### src/rtl/sevenseg_scan_decoder_if.sv
// Bus bundle for the seven-segment scan decoder.
// master: drives the observed display bus (enable, anodes, segments) and reads
//         the decoded results.
// slave : the decoder itself; samples the display bus and drives bcd_word,
//         digit_valid, frame_valid, error and err_count.
interface sevenseg_scan_decoder_if;
  logic        enable;
  logic [7:0]  anodes;       // active-low digit select
  logic [6:0]  segments;     // {A,B,C,D,E,F,G}, 1 = lit
  logic [31:0] bcd_word;     // digit i at [4i+3:4i]
  logic [7:0]  digit_valid;
  logic        frame_valid;
  logic        error;
  logic [7:0]  err_count;

  modport master (
    output enable, anodes, segments,
    input  bcd_word, digit_valid, frame_valid, error, err_count
  );

  modport slave (
    input  enable, anodes, segments,
    output bcd_word, digit_valid, frame_valid, error, err_count
  );
endinterface

### src/rtl/sevenseg_scan_decoder.sv
// Seven-segment scan decoder: watches a multiplexed 8-digit display bus,
// captures each digit once it has been stable for STABLE_CYCLES samples,
// decodes the segment pattern to BCD and tracks frame completion.
// Ports:
//   clk      - rising-edge clock
//   reset_n  - asynchronous active-low reset
//   bus      - slave modport: enable/anodes/segments in; bcd_word,
//              digit_valid, frame_valid, error, err_count out
module sevenseg_scan_decoder #(
  parameter int unsigned STABLE_CYCLES = 4
) (
  input logic                   clk,
  input logic                   reset_n,
  sevenseg_scan_decoder_if.slave bus
);

  localparam logic [3:0] StableMax  = 4'(STABLE_CYCLES);
  localparam logic [3:0] StablePrev = 4'(STABLE_CYCLES - 1);
  localparam logic [3:0] CodeIllegal = 4'hE;
  localparam logic [3:0] CodeBlank   = 4'hF;

  function automatic logic [3:0] decode_seg(input logic [6:0] seg);
    logic [3:0] code;
    case (seg)
      7'b1111110: code = 4'd0;
      7'b0110000: code = 4'd1;
      7'b1101101: code = 4'd2;
      7'b1111001: code = 4'd3;
      7'b0110011: code = 4'd4;
      7'b1011011: code = 4'd5;
      7'b0011111: code = 4'd6;
      7'b1110000: code = 4'd7;
      7'b1111111: code = 4'd8;
      7'b1110011: code = 4'd9;
      7'b0000000: code = CodeBlank;
      default:    code = CodeIllegal;
    endcase
    return code;
  endfunction

  logic [14:0] sample_d, sample_q;
  logic [3:0]  cnt_d, cnt_q;
  logic [31:0] bcd_d, bcd_q;
  logic [7:0]  dv_d, dv_q;
  logic [7:0]  mask_d, mask_q;
  logic        fv_d, fv_q;
  logic        err_d, err_q;
  logic [7:0]  errcnt_d, errcnt_q;

  logic [7:0]  sel_oh;
  logic        selecting;
  logic        same;
  logic        capture;
  logic [2:0]  sel_idx;
  logic [3:0]  code;
  logic        mask_full;

  assign sample_d = {bus.anodes, bus.segments};

  // Exactly one anode low: nonzero and a power of two once inverted.
  assign sel_oh    = ~bus.anodes;
  assign selecting = (sel_oh != 8'd0) && ((sel_oh & (sel_oh - 8'd1)) == 8'd0);
  assign same      = (sample_d == sample_q);

  always_comb begin
    sel_idx = 3'd0;
    for (int i = 0; i < 8; i++) begin
      if (!bus.anodes[i]) sel_idx = 3'(i);
    end
  end

  // Counter clears on any change, idle bus or disable; saturates at the window length.
  always_comb begin
    cnt_d = 4'd0;
    if (bus.enable && selecting && same) begin
      cnt_d = (cnt_q == StableMax) ? StableMax : cnt_q + 4'd1;
    end
  end

  // Fires only on the edge where the counter steps into saturation.
  assign capture   = bus.enable && selecting && same && (cnt_q == StablePrev);
  assign code      = decode_seg(bus.segments);
  assign mask_full = (mask_q == 8'hFF);

  always_comb begin
    bcd_d    = bcd_q;
    dv_d     = dv_q;
    errcnt_d = errcnt_q;
    err_d    = 1'b0;
    // A full mask pulses frame_valid and clears; a same-cycle capture lands in the new mask.
    fv_d     = mask_full;
    mask_d   = mask_full ? 8'd0 : mask_q;
    if (!bus.enable) begin
      fv_d   = 1'b0;
      mask_d = 8'd0;
    end else if (capture) begin
      bcd_d[{sel_idx, 2'b00} +: 4] = code;
      dv_d[sel_idx]                = (code <= 4'd9);
      mask_d[sel_idx]              = 1'b1;
      if (code == CodeIllegal) begin
        err_d = 1'b1;
        if (errcnt_q != 8'hFF) errcnt_d = errcnt_q + 8'd1;
      end
    end
  end

  // Sample resets to an idle bus so a fresh full window is needed after reset.
  always_ff @(posedge clk or negedge reset_n) begin
    if (!reset_n) begin
      sample_q <= '1;
      cnt_q    <= 4'd0;
      bcd_q    <= 32'hFFFF_FFFF;
      dv_q     <= 8'd0;
      mask_q   <= 8'd0;
      fv_q     <= 1'b0;
      err_q    <= 1'b0;
      errcnt_q <= 8'd0;
    end else begin
      sample_q <= sample_d;
      cnt_q    <= cnt_d;
      bcd_q    <= bcd_d;
      dv_q     <= dv_d;
      mask_q   <= mask_d;
      fv_q     <= fv_d;
      err_q    <= err_d;
      errcnt_q <= errcnt_d;
    end
  end

  assign bus.bcd_word    = bcd_q;
  assign bus.digit_valid = dv_q;
  assign bus.frame_valid = fv_q;
  assign bus.error       = err_q;
  assign bus.err_count   = errcnt_q;

endmodule
### src/flat_wrapper.sv
// flat-port wrapper written by rule: the top's interface ports become plain ports
module sevenseg_scan_decoder_flat 
#(
  parameter int unsigned STABLE_CYCLES = 4
)
  (clk, reset_n, bus_enable, bus_anodes, bus_segments, bus_bcd_word, bus_digit_valid, bus_frame_valid, bus_error, bus_err_count);
  sevenseg_scan_decoder_if bus_i ();
  input logic clk;
  input logic reset_n;
  input wire logic [$bits(bus_i.enable)-1:0] bus_enable;
  input wire logic [$bits(bus_i.anodes)-1:0] bus_anodes;
  input wire logic [$bits(bus_i.segments)-1:0] bus_segments;
  output wire logic [$bits(bus_i.bcd_word)-1:0] bus_bcd_word;
  output wire logic [$bits(bus_i.digit_valid)-1:0] bus_digit_valid;
  output wire logic [$bits(bus_i.frame_valid)-1:0] bus_frame_valid;
  output wire logic [$bits(bus_i.error)-1:0] bus_error;
  output wire logic [$bits(bus_i.err_count)-1:0] bus_err_count;
  assign bus_i.enable = bus_enable;
  assign bus_i.anodes = bus_anodes;
  assign bus_i.segments = bus_segments;
  assign bus_bcd_word = bus_i.bcd_word;
  assign bus_digit_valid = bus_i.digit_valid;
  assign bus_frame_valid = bus_i.frame_valid;
  assign bus_error = bus_i.error;
  assign bus_err_count = bus_i.err_count;
  sevenseg_scan_decoder #(.STABLE_CYCLES(STABLE_CYCLES)) u_core (.clk(clk), .reset_n(reset_n), .bus(bus_i));
endmodule
### config.mk
export PLATFORM = sky130hd
export DESIGN_NAME = sevenseg_scan_decoder_flat
export DESIGN_NICKNAME = d
export VERILOG_FILES = /design/src/rtl/sevenseg_scan_decoder_if.sv /design/src/rtl/sevenseg_scan_decoder.sv /design/src/flat_wrapper.sv
export SDC_FILE = /design/constraint.sdc
export NUM_CORES = 1
export LEC_CHECK = 0
export CORE_AREA = 2 2 120 64
export CTS_BUF_LIST = sky130_fd_sc_hd__clkbuf_2 sky130_fd_sc_hd__clkbuf_4 sky130_fd_sc_hd__clkbuf_8
export DETAILED_ROUTE_END_ITERATION = 10
export DIE_AREA = 0 0 122 66
export PLACE_DENSITY = 0.82
export SLEW_MARGIN = 30
export SYNTH_ARGS = -nofsm -noshare
export SYNTH_HDL_FRONTEND = slang
export SYNTH_SLANG_ARGS = --single-unit
export TNS_END_PERCENT = 50
### constraint.sdc
create_clock -name clk -period 6.3 [get_ports clk]
set_clock_uncertainty 0.2 [all_clocks]
set_input_delay 1.26 -clock clk [delete_from_list [all_inputs] [get_ports clk]]
set_output_delay 1.26 -clock clk [all_outputs]
set_load 0.01 [all_outputs]
==> metrics <==
vias in the first global route=2,702; Worst setup SP type=input port; CTS tree=yes; Die X=122 microns; via count=2,763; wire length of the first global-routing pass=14,000 microns; #FFs+latches synth=77; worst vdd ir=0.134 mV; synth cell count leaders=dfstp_2, mux2_2, dfrtp_1; GP Congestion=0.820; Crit Path Max Fanout=12; NetSw=235 uW; height of the die=66 microns; CTS Buf Count=9; port buffer count=67; Lkg Pwr=0.00196 uW; DRC viols=0; Post-synth ARST share=100%; Post-DP HPWL=6270 microns; Cells after Synth=316; later-pin clock latency in the skew report=0.37 ns; outcome=complete, no violations; Worst Max-Slew Pin Slew=0.724 ns; Slew HR=51.6%; H-tree levels=3; routed length per placed instance=17.8 microns; Via density=5.70; Comb power frac=7.8%; Routed WL=8620 microns; top cells by area, synth=dfstp_2, dfrtp_1, mux2_2, xnor2_1, nand2_1; Seq pwr share=52.5%; crit end category=flip-flop; Post-synth top flop=dfstp_2; Antenna Violating Nets Remaining=0; Core Box Area=7020 sq um; die area=8050 sq um; # rows=22; CTS resizes=0; sequential-to-total area share from yosys stat=52.9%; max_cap viols=0; ratio of final minimum period to clock period=73.6%; Final #Nets=407; Mapped Avg Cell Area=11.9 sq um; Post-synth EDFFs=0; Slew Limit Fails=0; placed cell areas=4490 sq um; # diodes=0; Synth Cell Area=3750 sq um; largest area contributor in the netlist=dfstp_2; critical path type=in -> reg; fin area=4710 sq um; Post-CTS Setup Inserts=0; initial DRC count=180; CTS sink count=77; clk root buf=clkbuf_8; count leader, synth=dfstp_2; cell-internal power=729 uW; critical path data required time=6.39 ns; clock power share=39.7%; Net Count, Synth=339; Pre-antenna DRT Iters=5; initial antenna violation count=0; GRT overflow=0; highest clock rate=0.216 GHz; I/O pins=68; area grow syn2layout=25.5%; CTS hold repair buffers=0; arrival time worst endpoint=4.73 ns; # setup viols final=0; Final TNS setup=0 ns; crit path time final=4.64 ns; largest net degree at the start of global routing=78; worst min path class=reg -> reg; Synth top area share=32.9%; Total GRT Usage=23.7%; power per cell area=205 nW/um^2; Initial Util=53.4%; layout cells sized above 1=29.8%; clock tree buffer depth=2; Ys Warns=0; sw frac=24.4%; Hold Vio Cnt, Final=0; RSZ-0062 raised after global routing=false; Clk pin slew, worst setup/hold paths=0.08 ns; count of different cell masters after synthesis=53
worst max-delay path, stage by stage:
cell             delay, ns
clkdlybuf4s50_1       0.61
xor2_1                0.26
or4_1                 0.57
nor4b_2               0.36
nand4_1               0.61
nor4_2                0.67
mux2_2                0.40
power groups by stage:
stage          sequential (uW)  combinational (uW)  clock, uW
3_5_place_dp               515                73.6          0
4_1_cts                    507                74.1        391
2_1_floorplan              514                39.8          0
6_report                   507                75.1        383
3_3_place_gp               515                72.1          0
5_1_grt                    507                83.5        414
per-stage QoR:
stage               setup slack, ns  total power [uW]  instances  hold WS [ns]  utilization (%)
floorplan                      2.57               554        316         0.239                -
finish                         1.66               965        485         0.277             67.1
CTS                            1.69               971        485         0.277             66.9
global placement               1.41               587        469         0.251             63.9
global route                   1.52              1000        485         0.302             67.1
detailed placement             1.33               589        469         0.259             64.0
kinds of logic (layout without fill, tap and decap cells):
kind of cell               after synthesis  after routing  synth area share (%)
buffers and inverters                   22             95                  2.60
xor gates and xnor gates                21             21                  4.90
DFF                                     77             77                  52.9
adders and majority gates                6              6                  1.93
muxes                                   41             41                  12.3
and+or+nand+nor                        116            116                  19.0
AOI/OAI and AO/OA                       33             33                  6.27
path summary, 6_finish.rpt:
kind                                                   start                                  end  slack, ns  depth (start not counted)
worst min register to register    u_core.mask_q[3]$_DFF_PN0_           u_core.mask_q[3]$_DFF_PN0_       0.28                          2
worst max register to register  u_core.sample_q[0]$_DFF_PN1_  u_core.bus.bcd_word[18]$_DFFE_PN1P_       2.83                          6
worst max-delay path                         bus_segments[0]  u_core.bus.bcd_word[18]$_DFFE_PN1P_       1.66                          7
min in group asynchronous                            reset_n  u_core.bus.err_count[1]$_DFFE_PN0P_       0.80                          2
worst min-delay path              u_core.mask_q[3]$_DFF_PN0_           u_core.mask_q[3]$_DFF_PN0_       0.28                          2
max in group asynchronous                            reset_n            u_core.cnt_q[3]$_DFF_PN0_       4.63                          2
cell usage in the layout (no fill, tap or decap), types with 10 or more instances in the layout:
master           instances
nand2_1                 25
inv_1                   11
dfstp_2                 47
xnor2_1                 12
dfrtp_1                 30
clkbuf_8                10
nand4_1                 11
mux2_2                  33
clkdlybuf4s50_1         66
nor2_1                  12
final cells by class:
class                           instances  area [sq um]
Fill cell                             545          2310
Sequential cell                        77          1990
Multi-Input combinational cell        217          1680
Timing Repair Buffer                   68           677
Clock buffer                           11           145
Tap cell                               96           120
Clock inverter                          5          60.1
Inverter                               11          41.3
layer usage:
metal	routed length, microns	vias up	share of wire, %	track usage (%)
met5	0	-	0	0
met4	72	0	0.84	6.61
met3	717	7	8.3	7.84
met2	3470	103	40	31.5
met1	4370	1379	51	36.3
li1	-	1274	-	-
registers in the layout, summed over array words and instances (netlist names):
register and cells:
u_core.cnt_q 4, u_core.bus.error 1, u_core.bus.digit_valid 8, u_core.bus.err_count 8, u_core.sample_q 15, u_core.bus.bcd_word 32
u_core.bus.frame_valid 1, u_core.mask_q 8
Power figures use the tool's default switching activity.
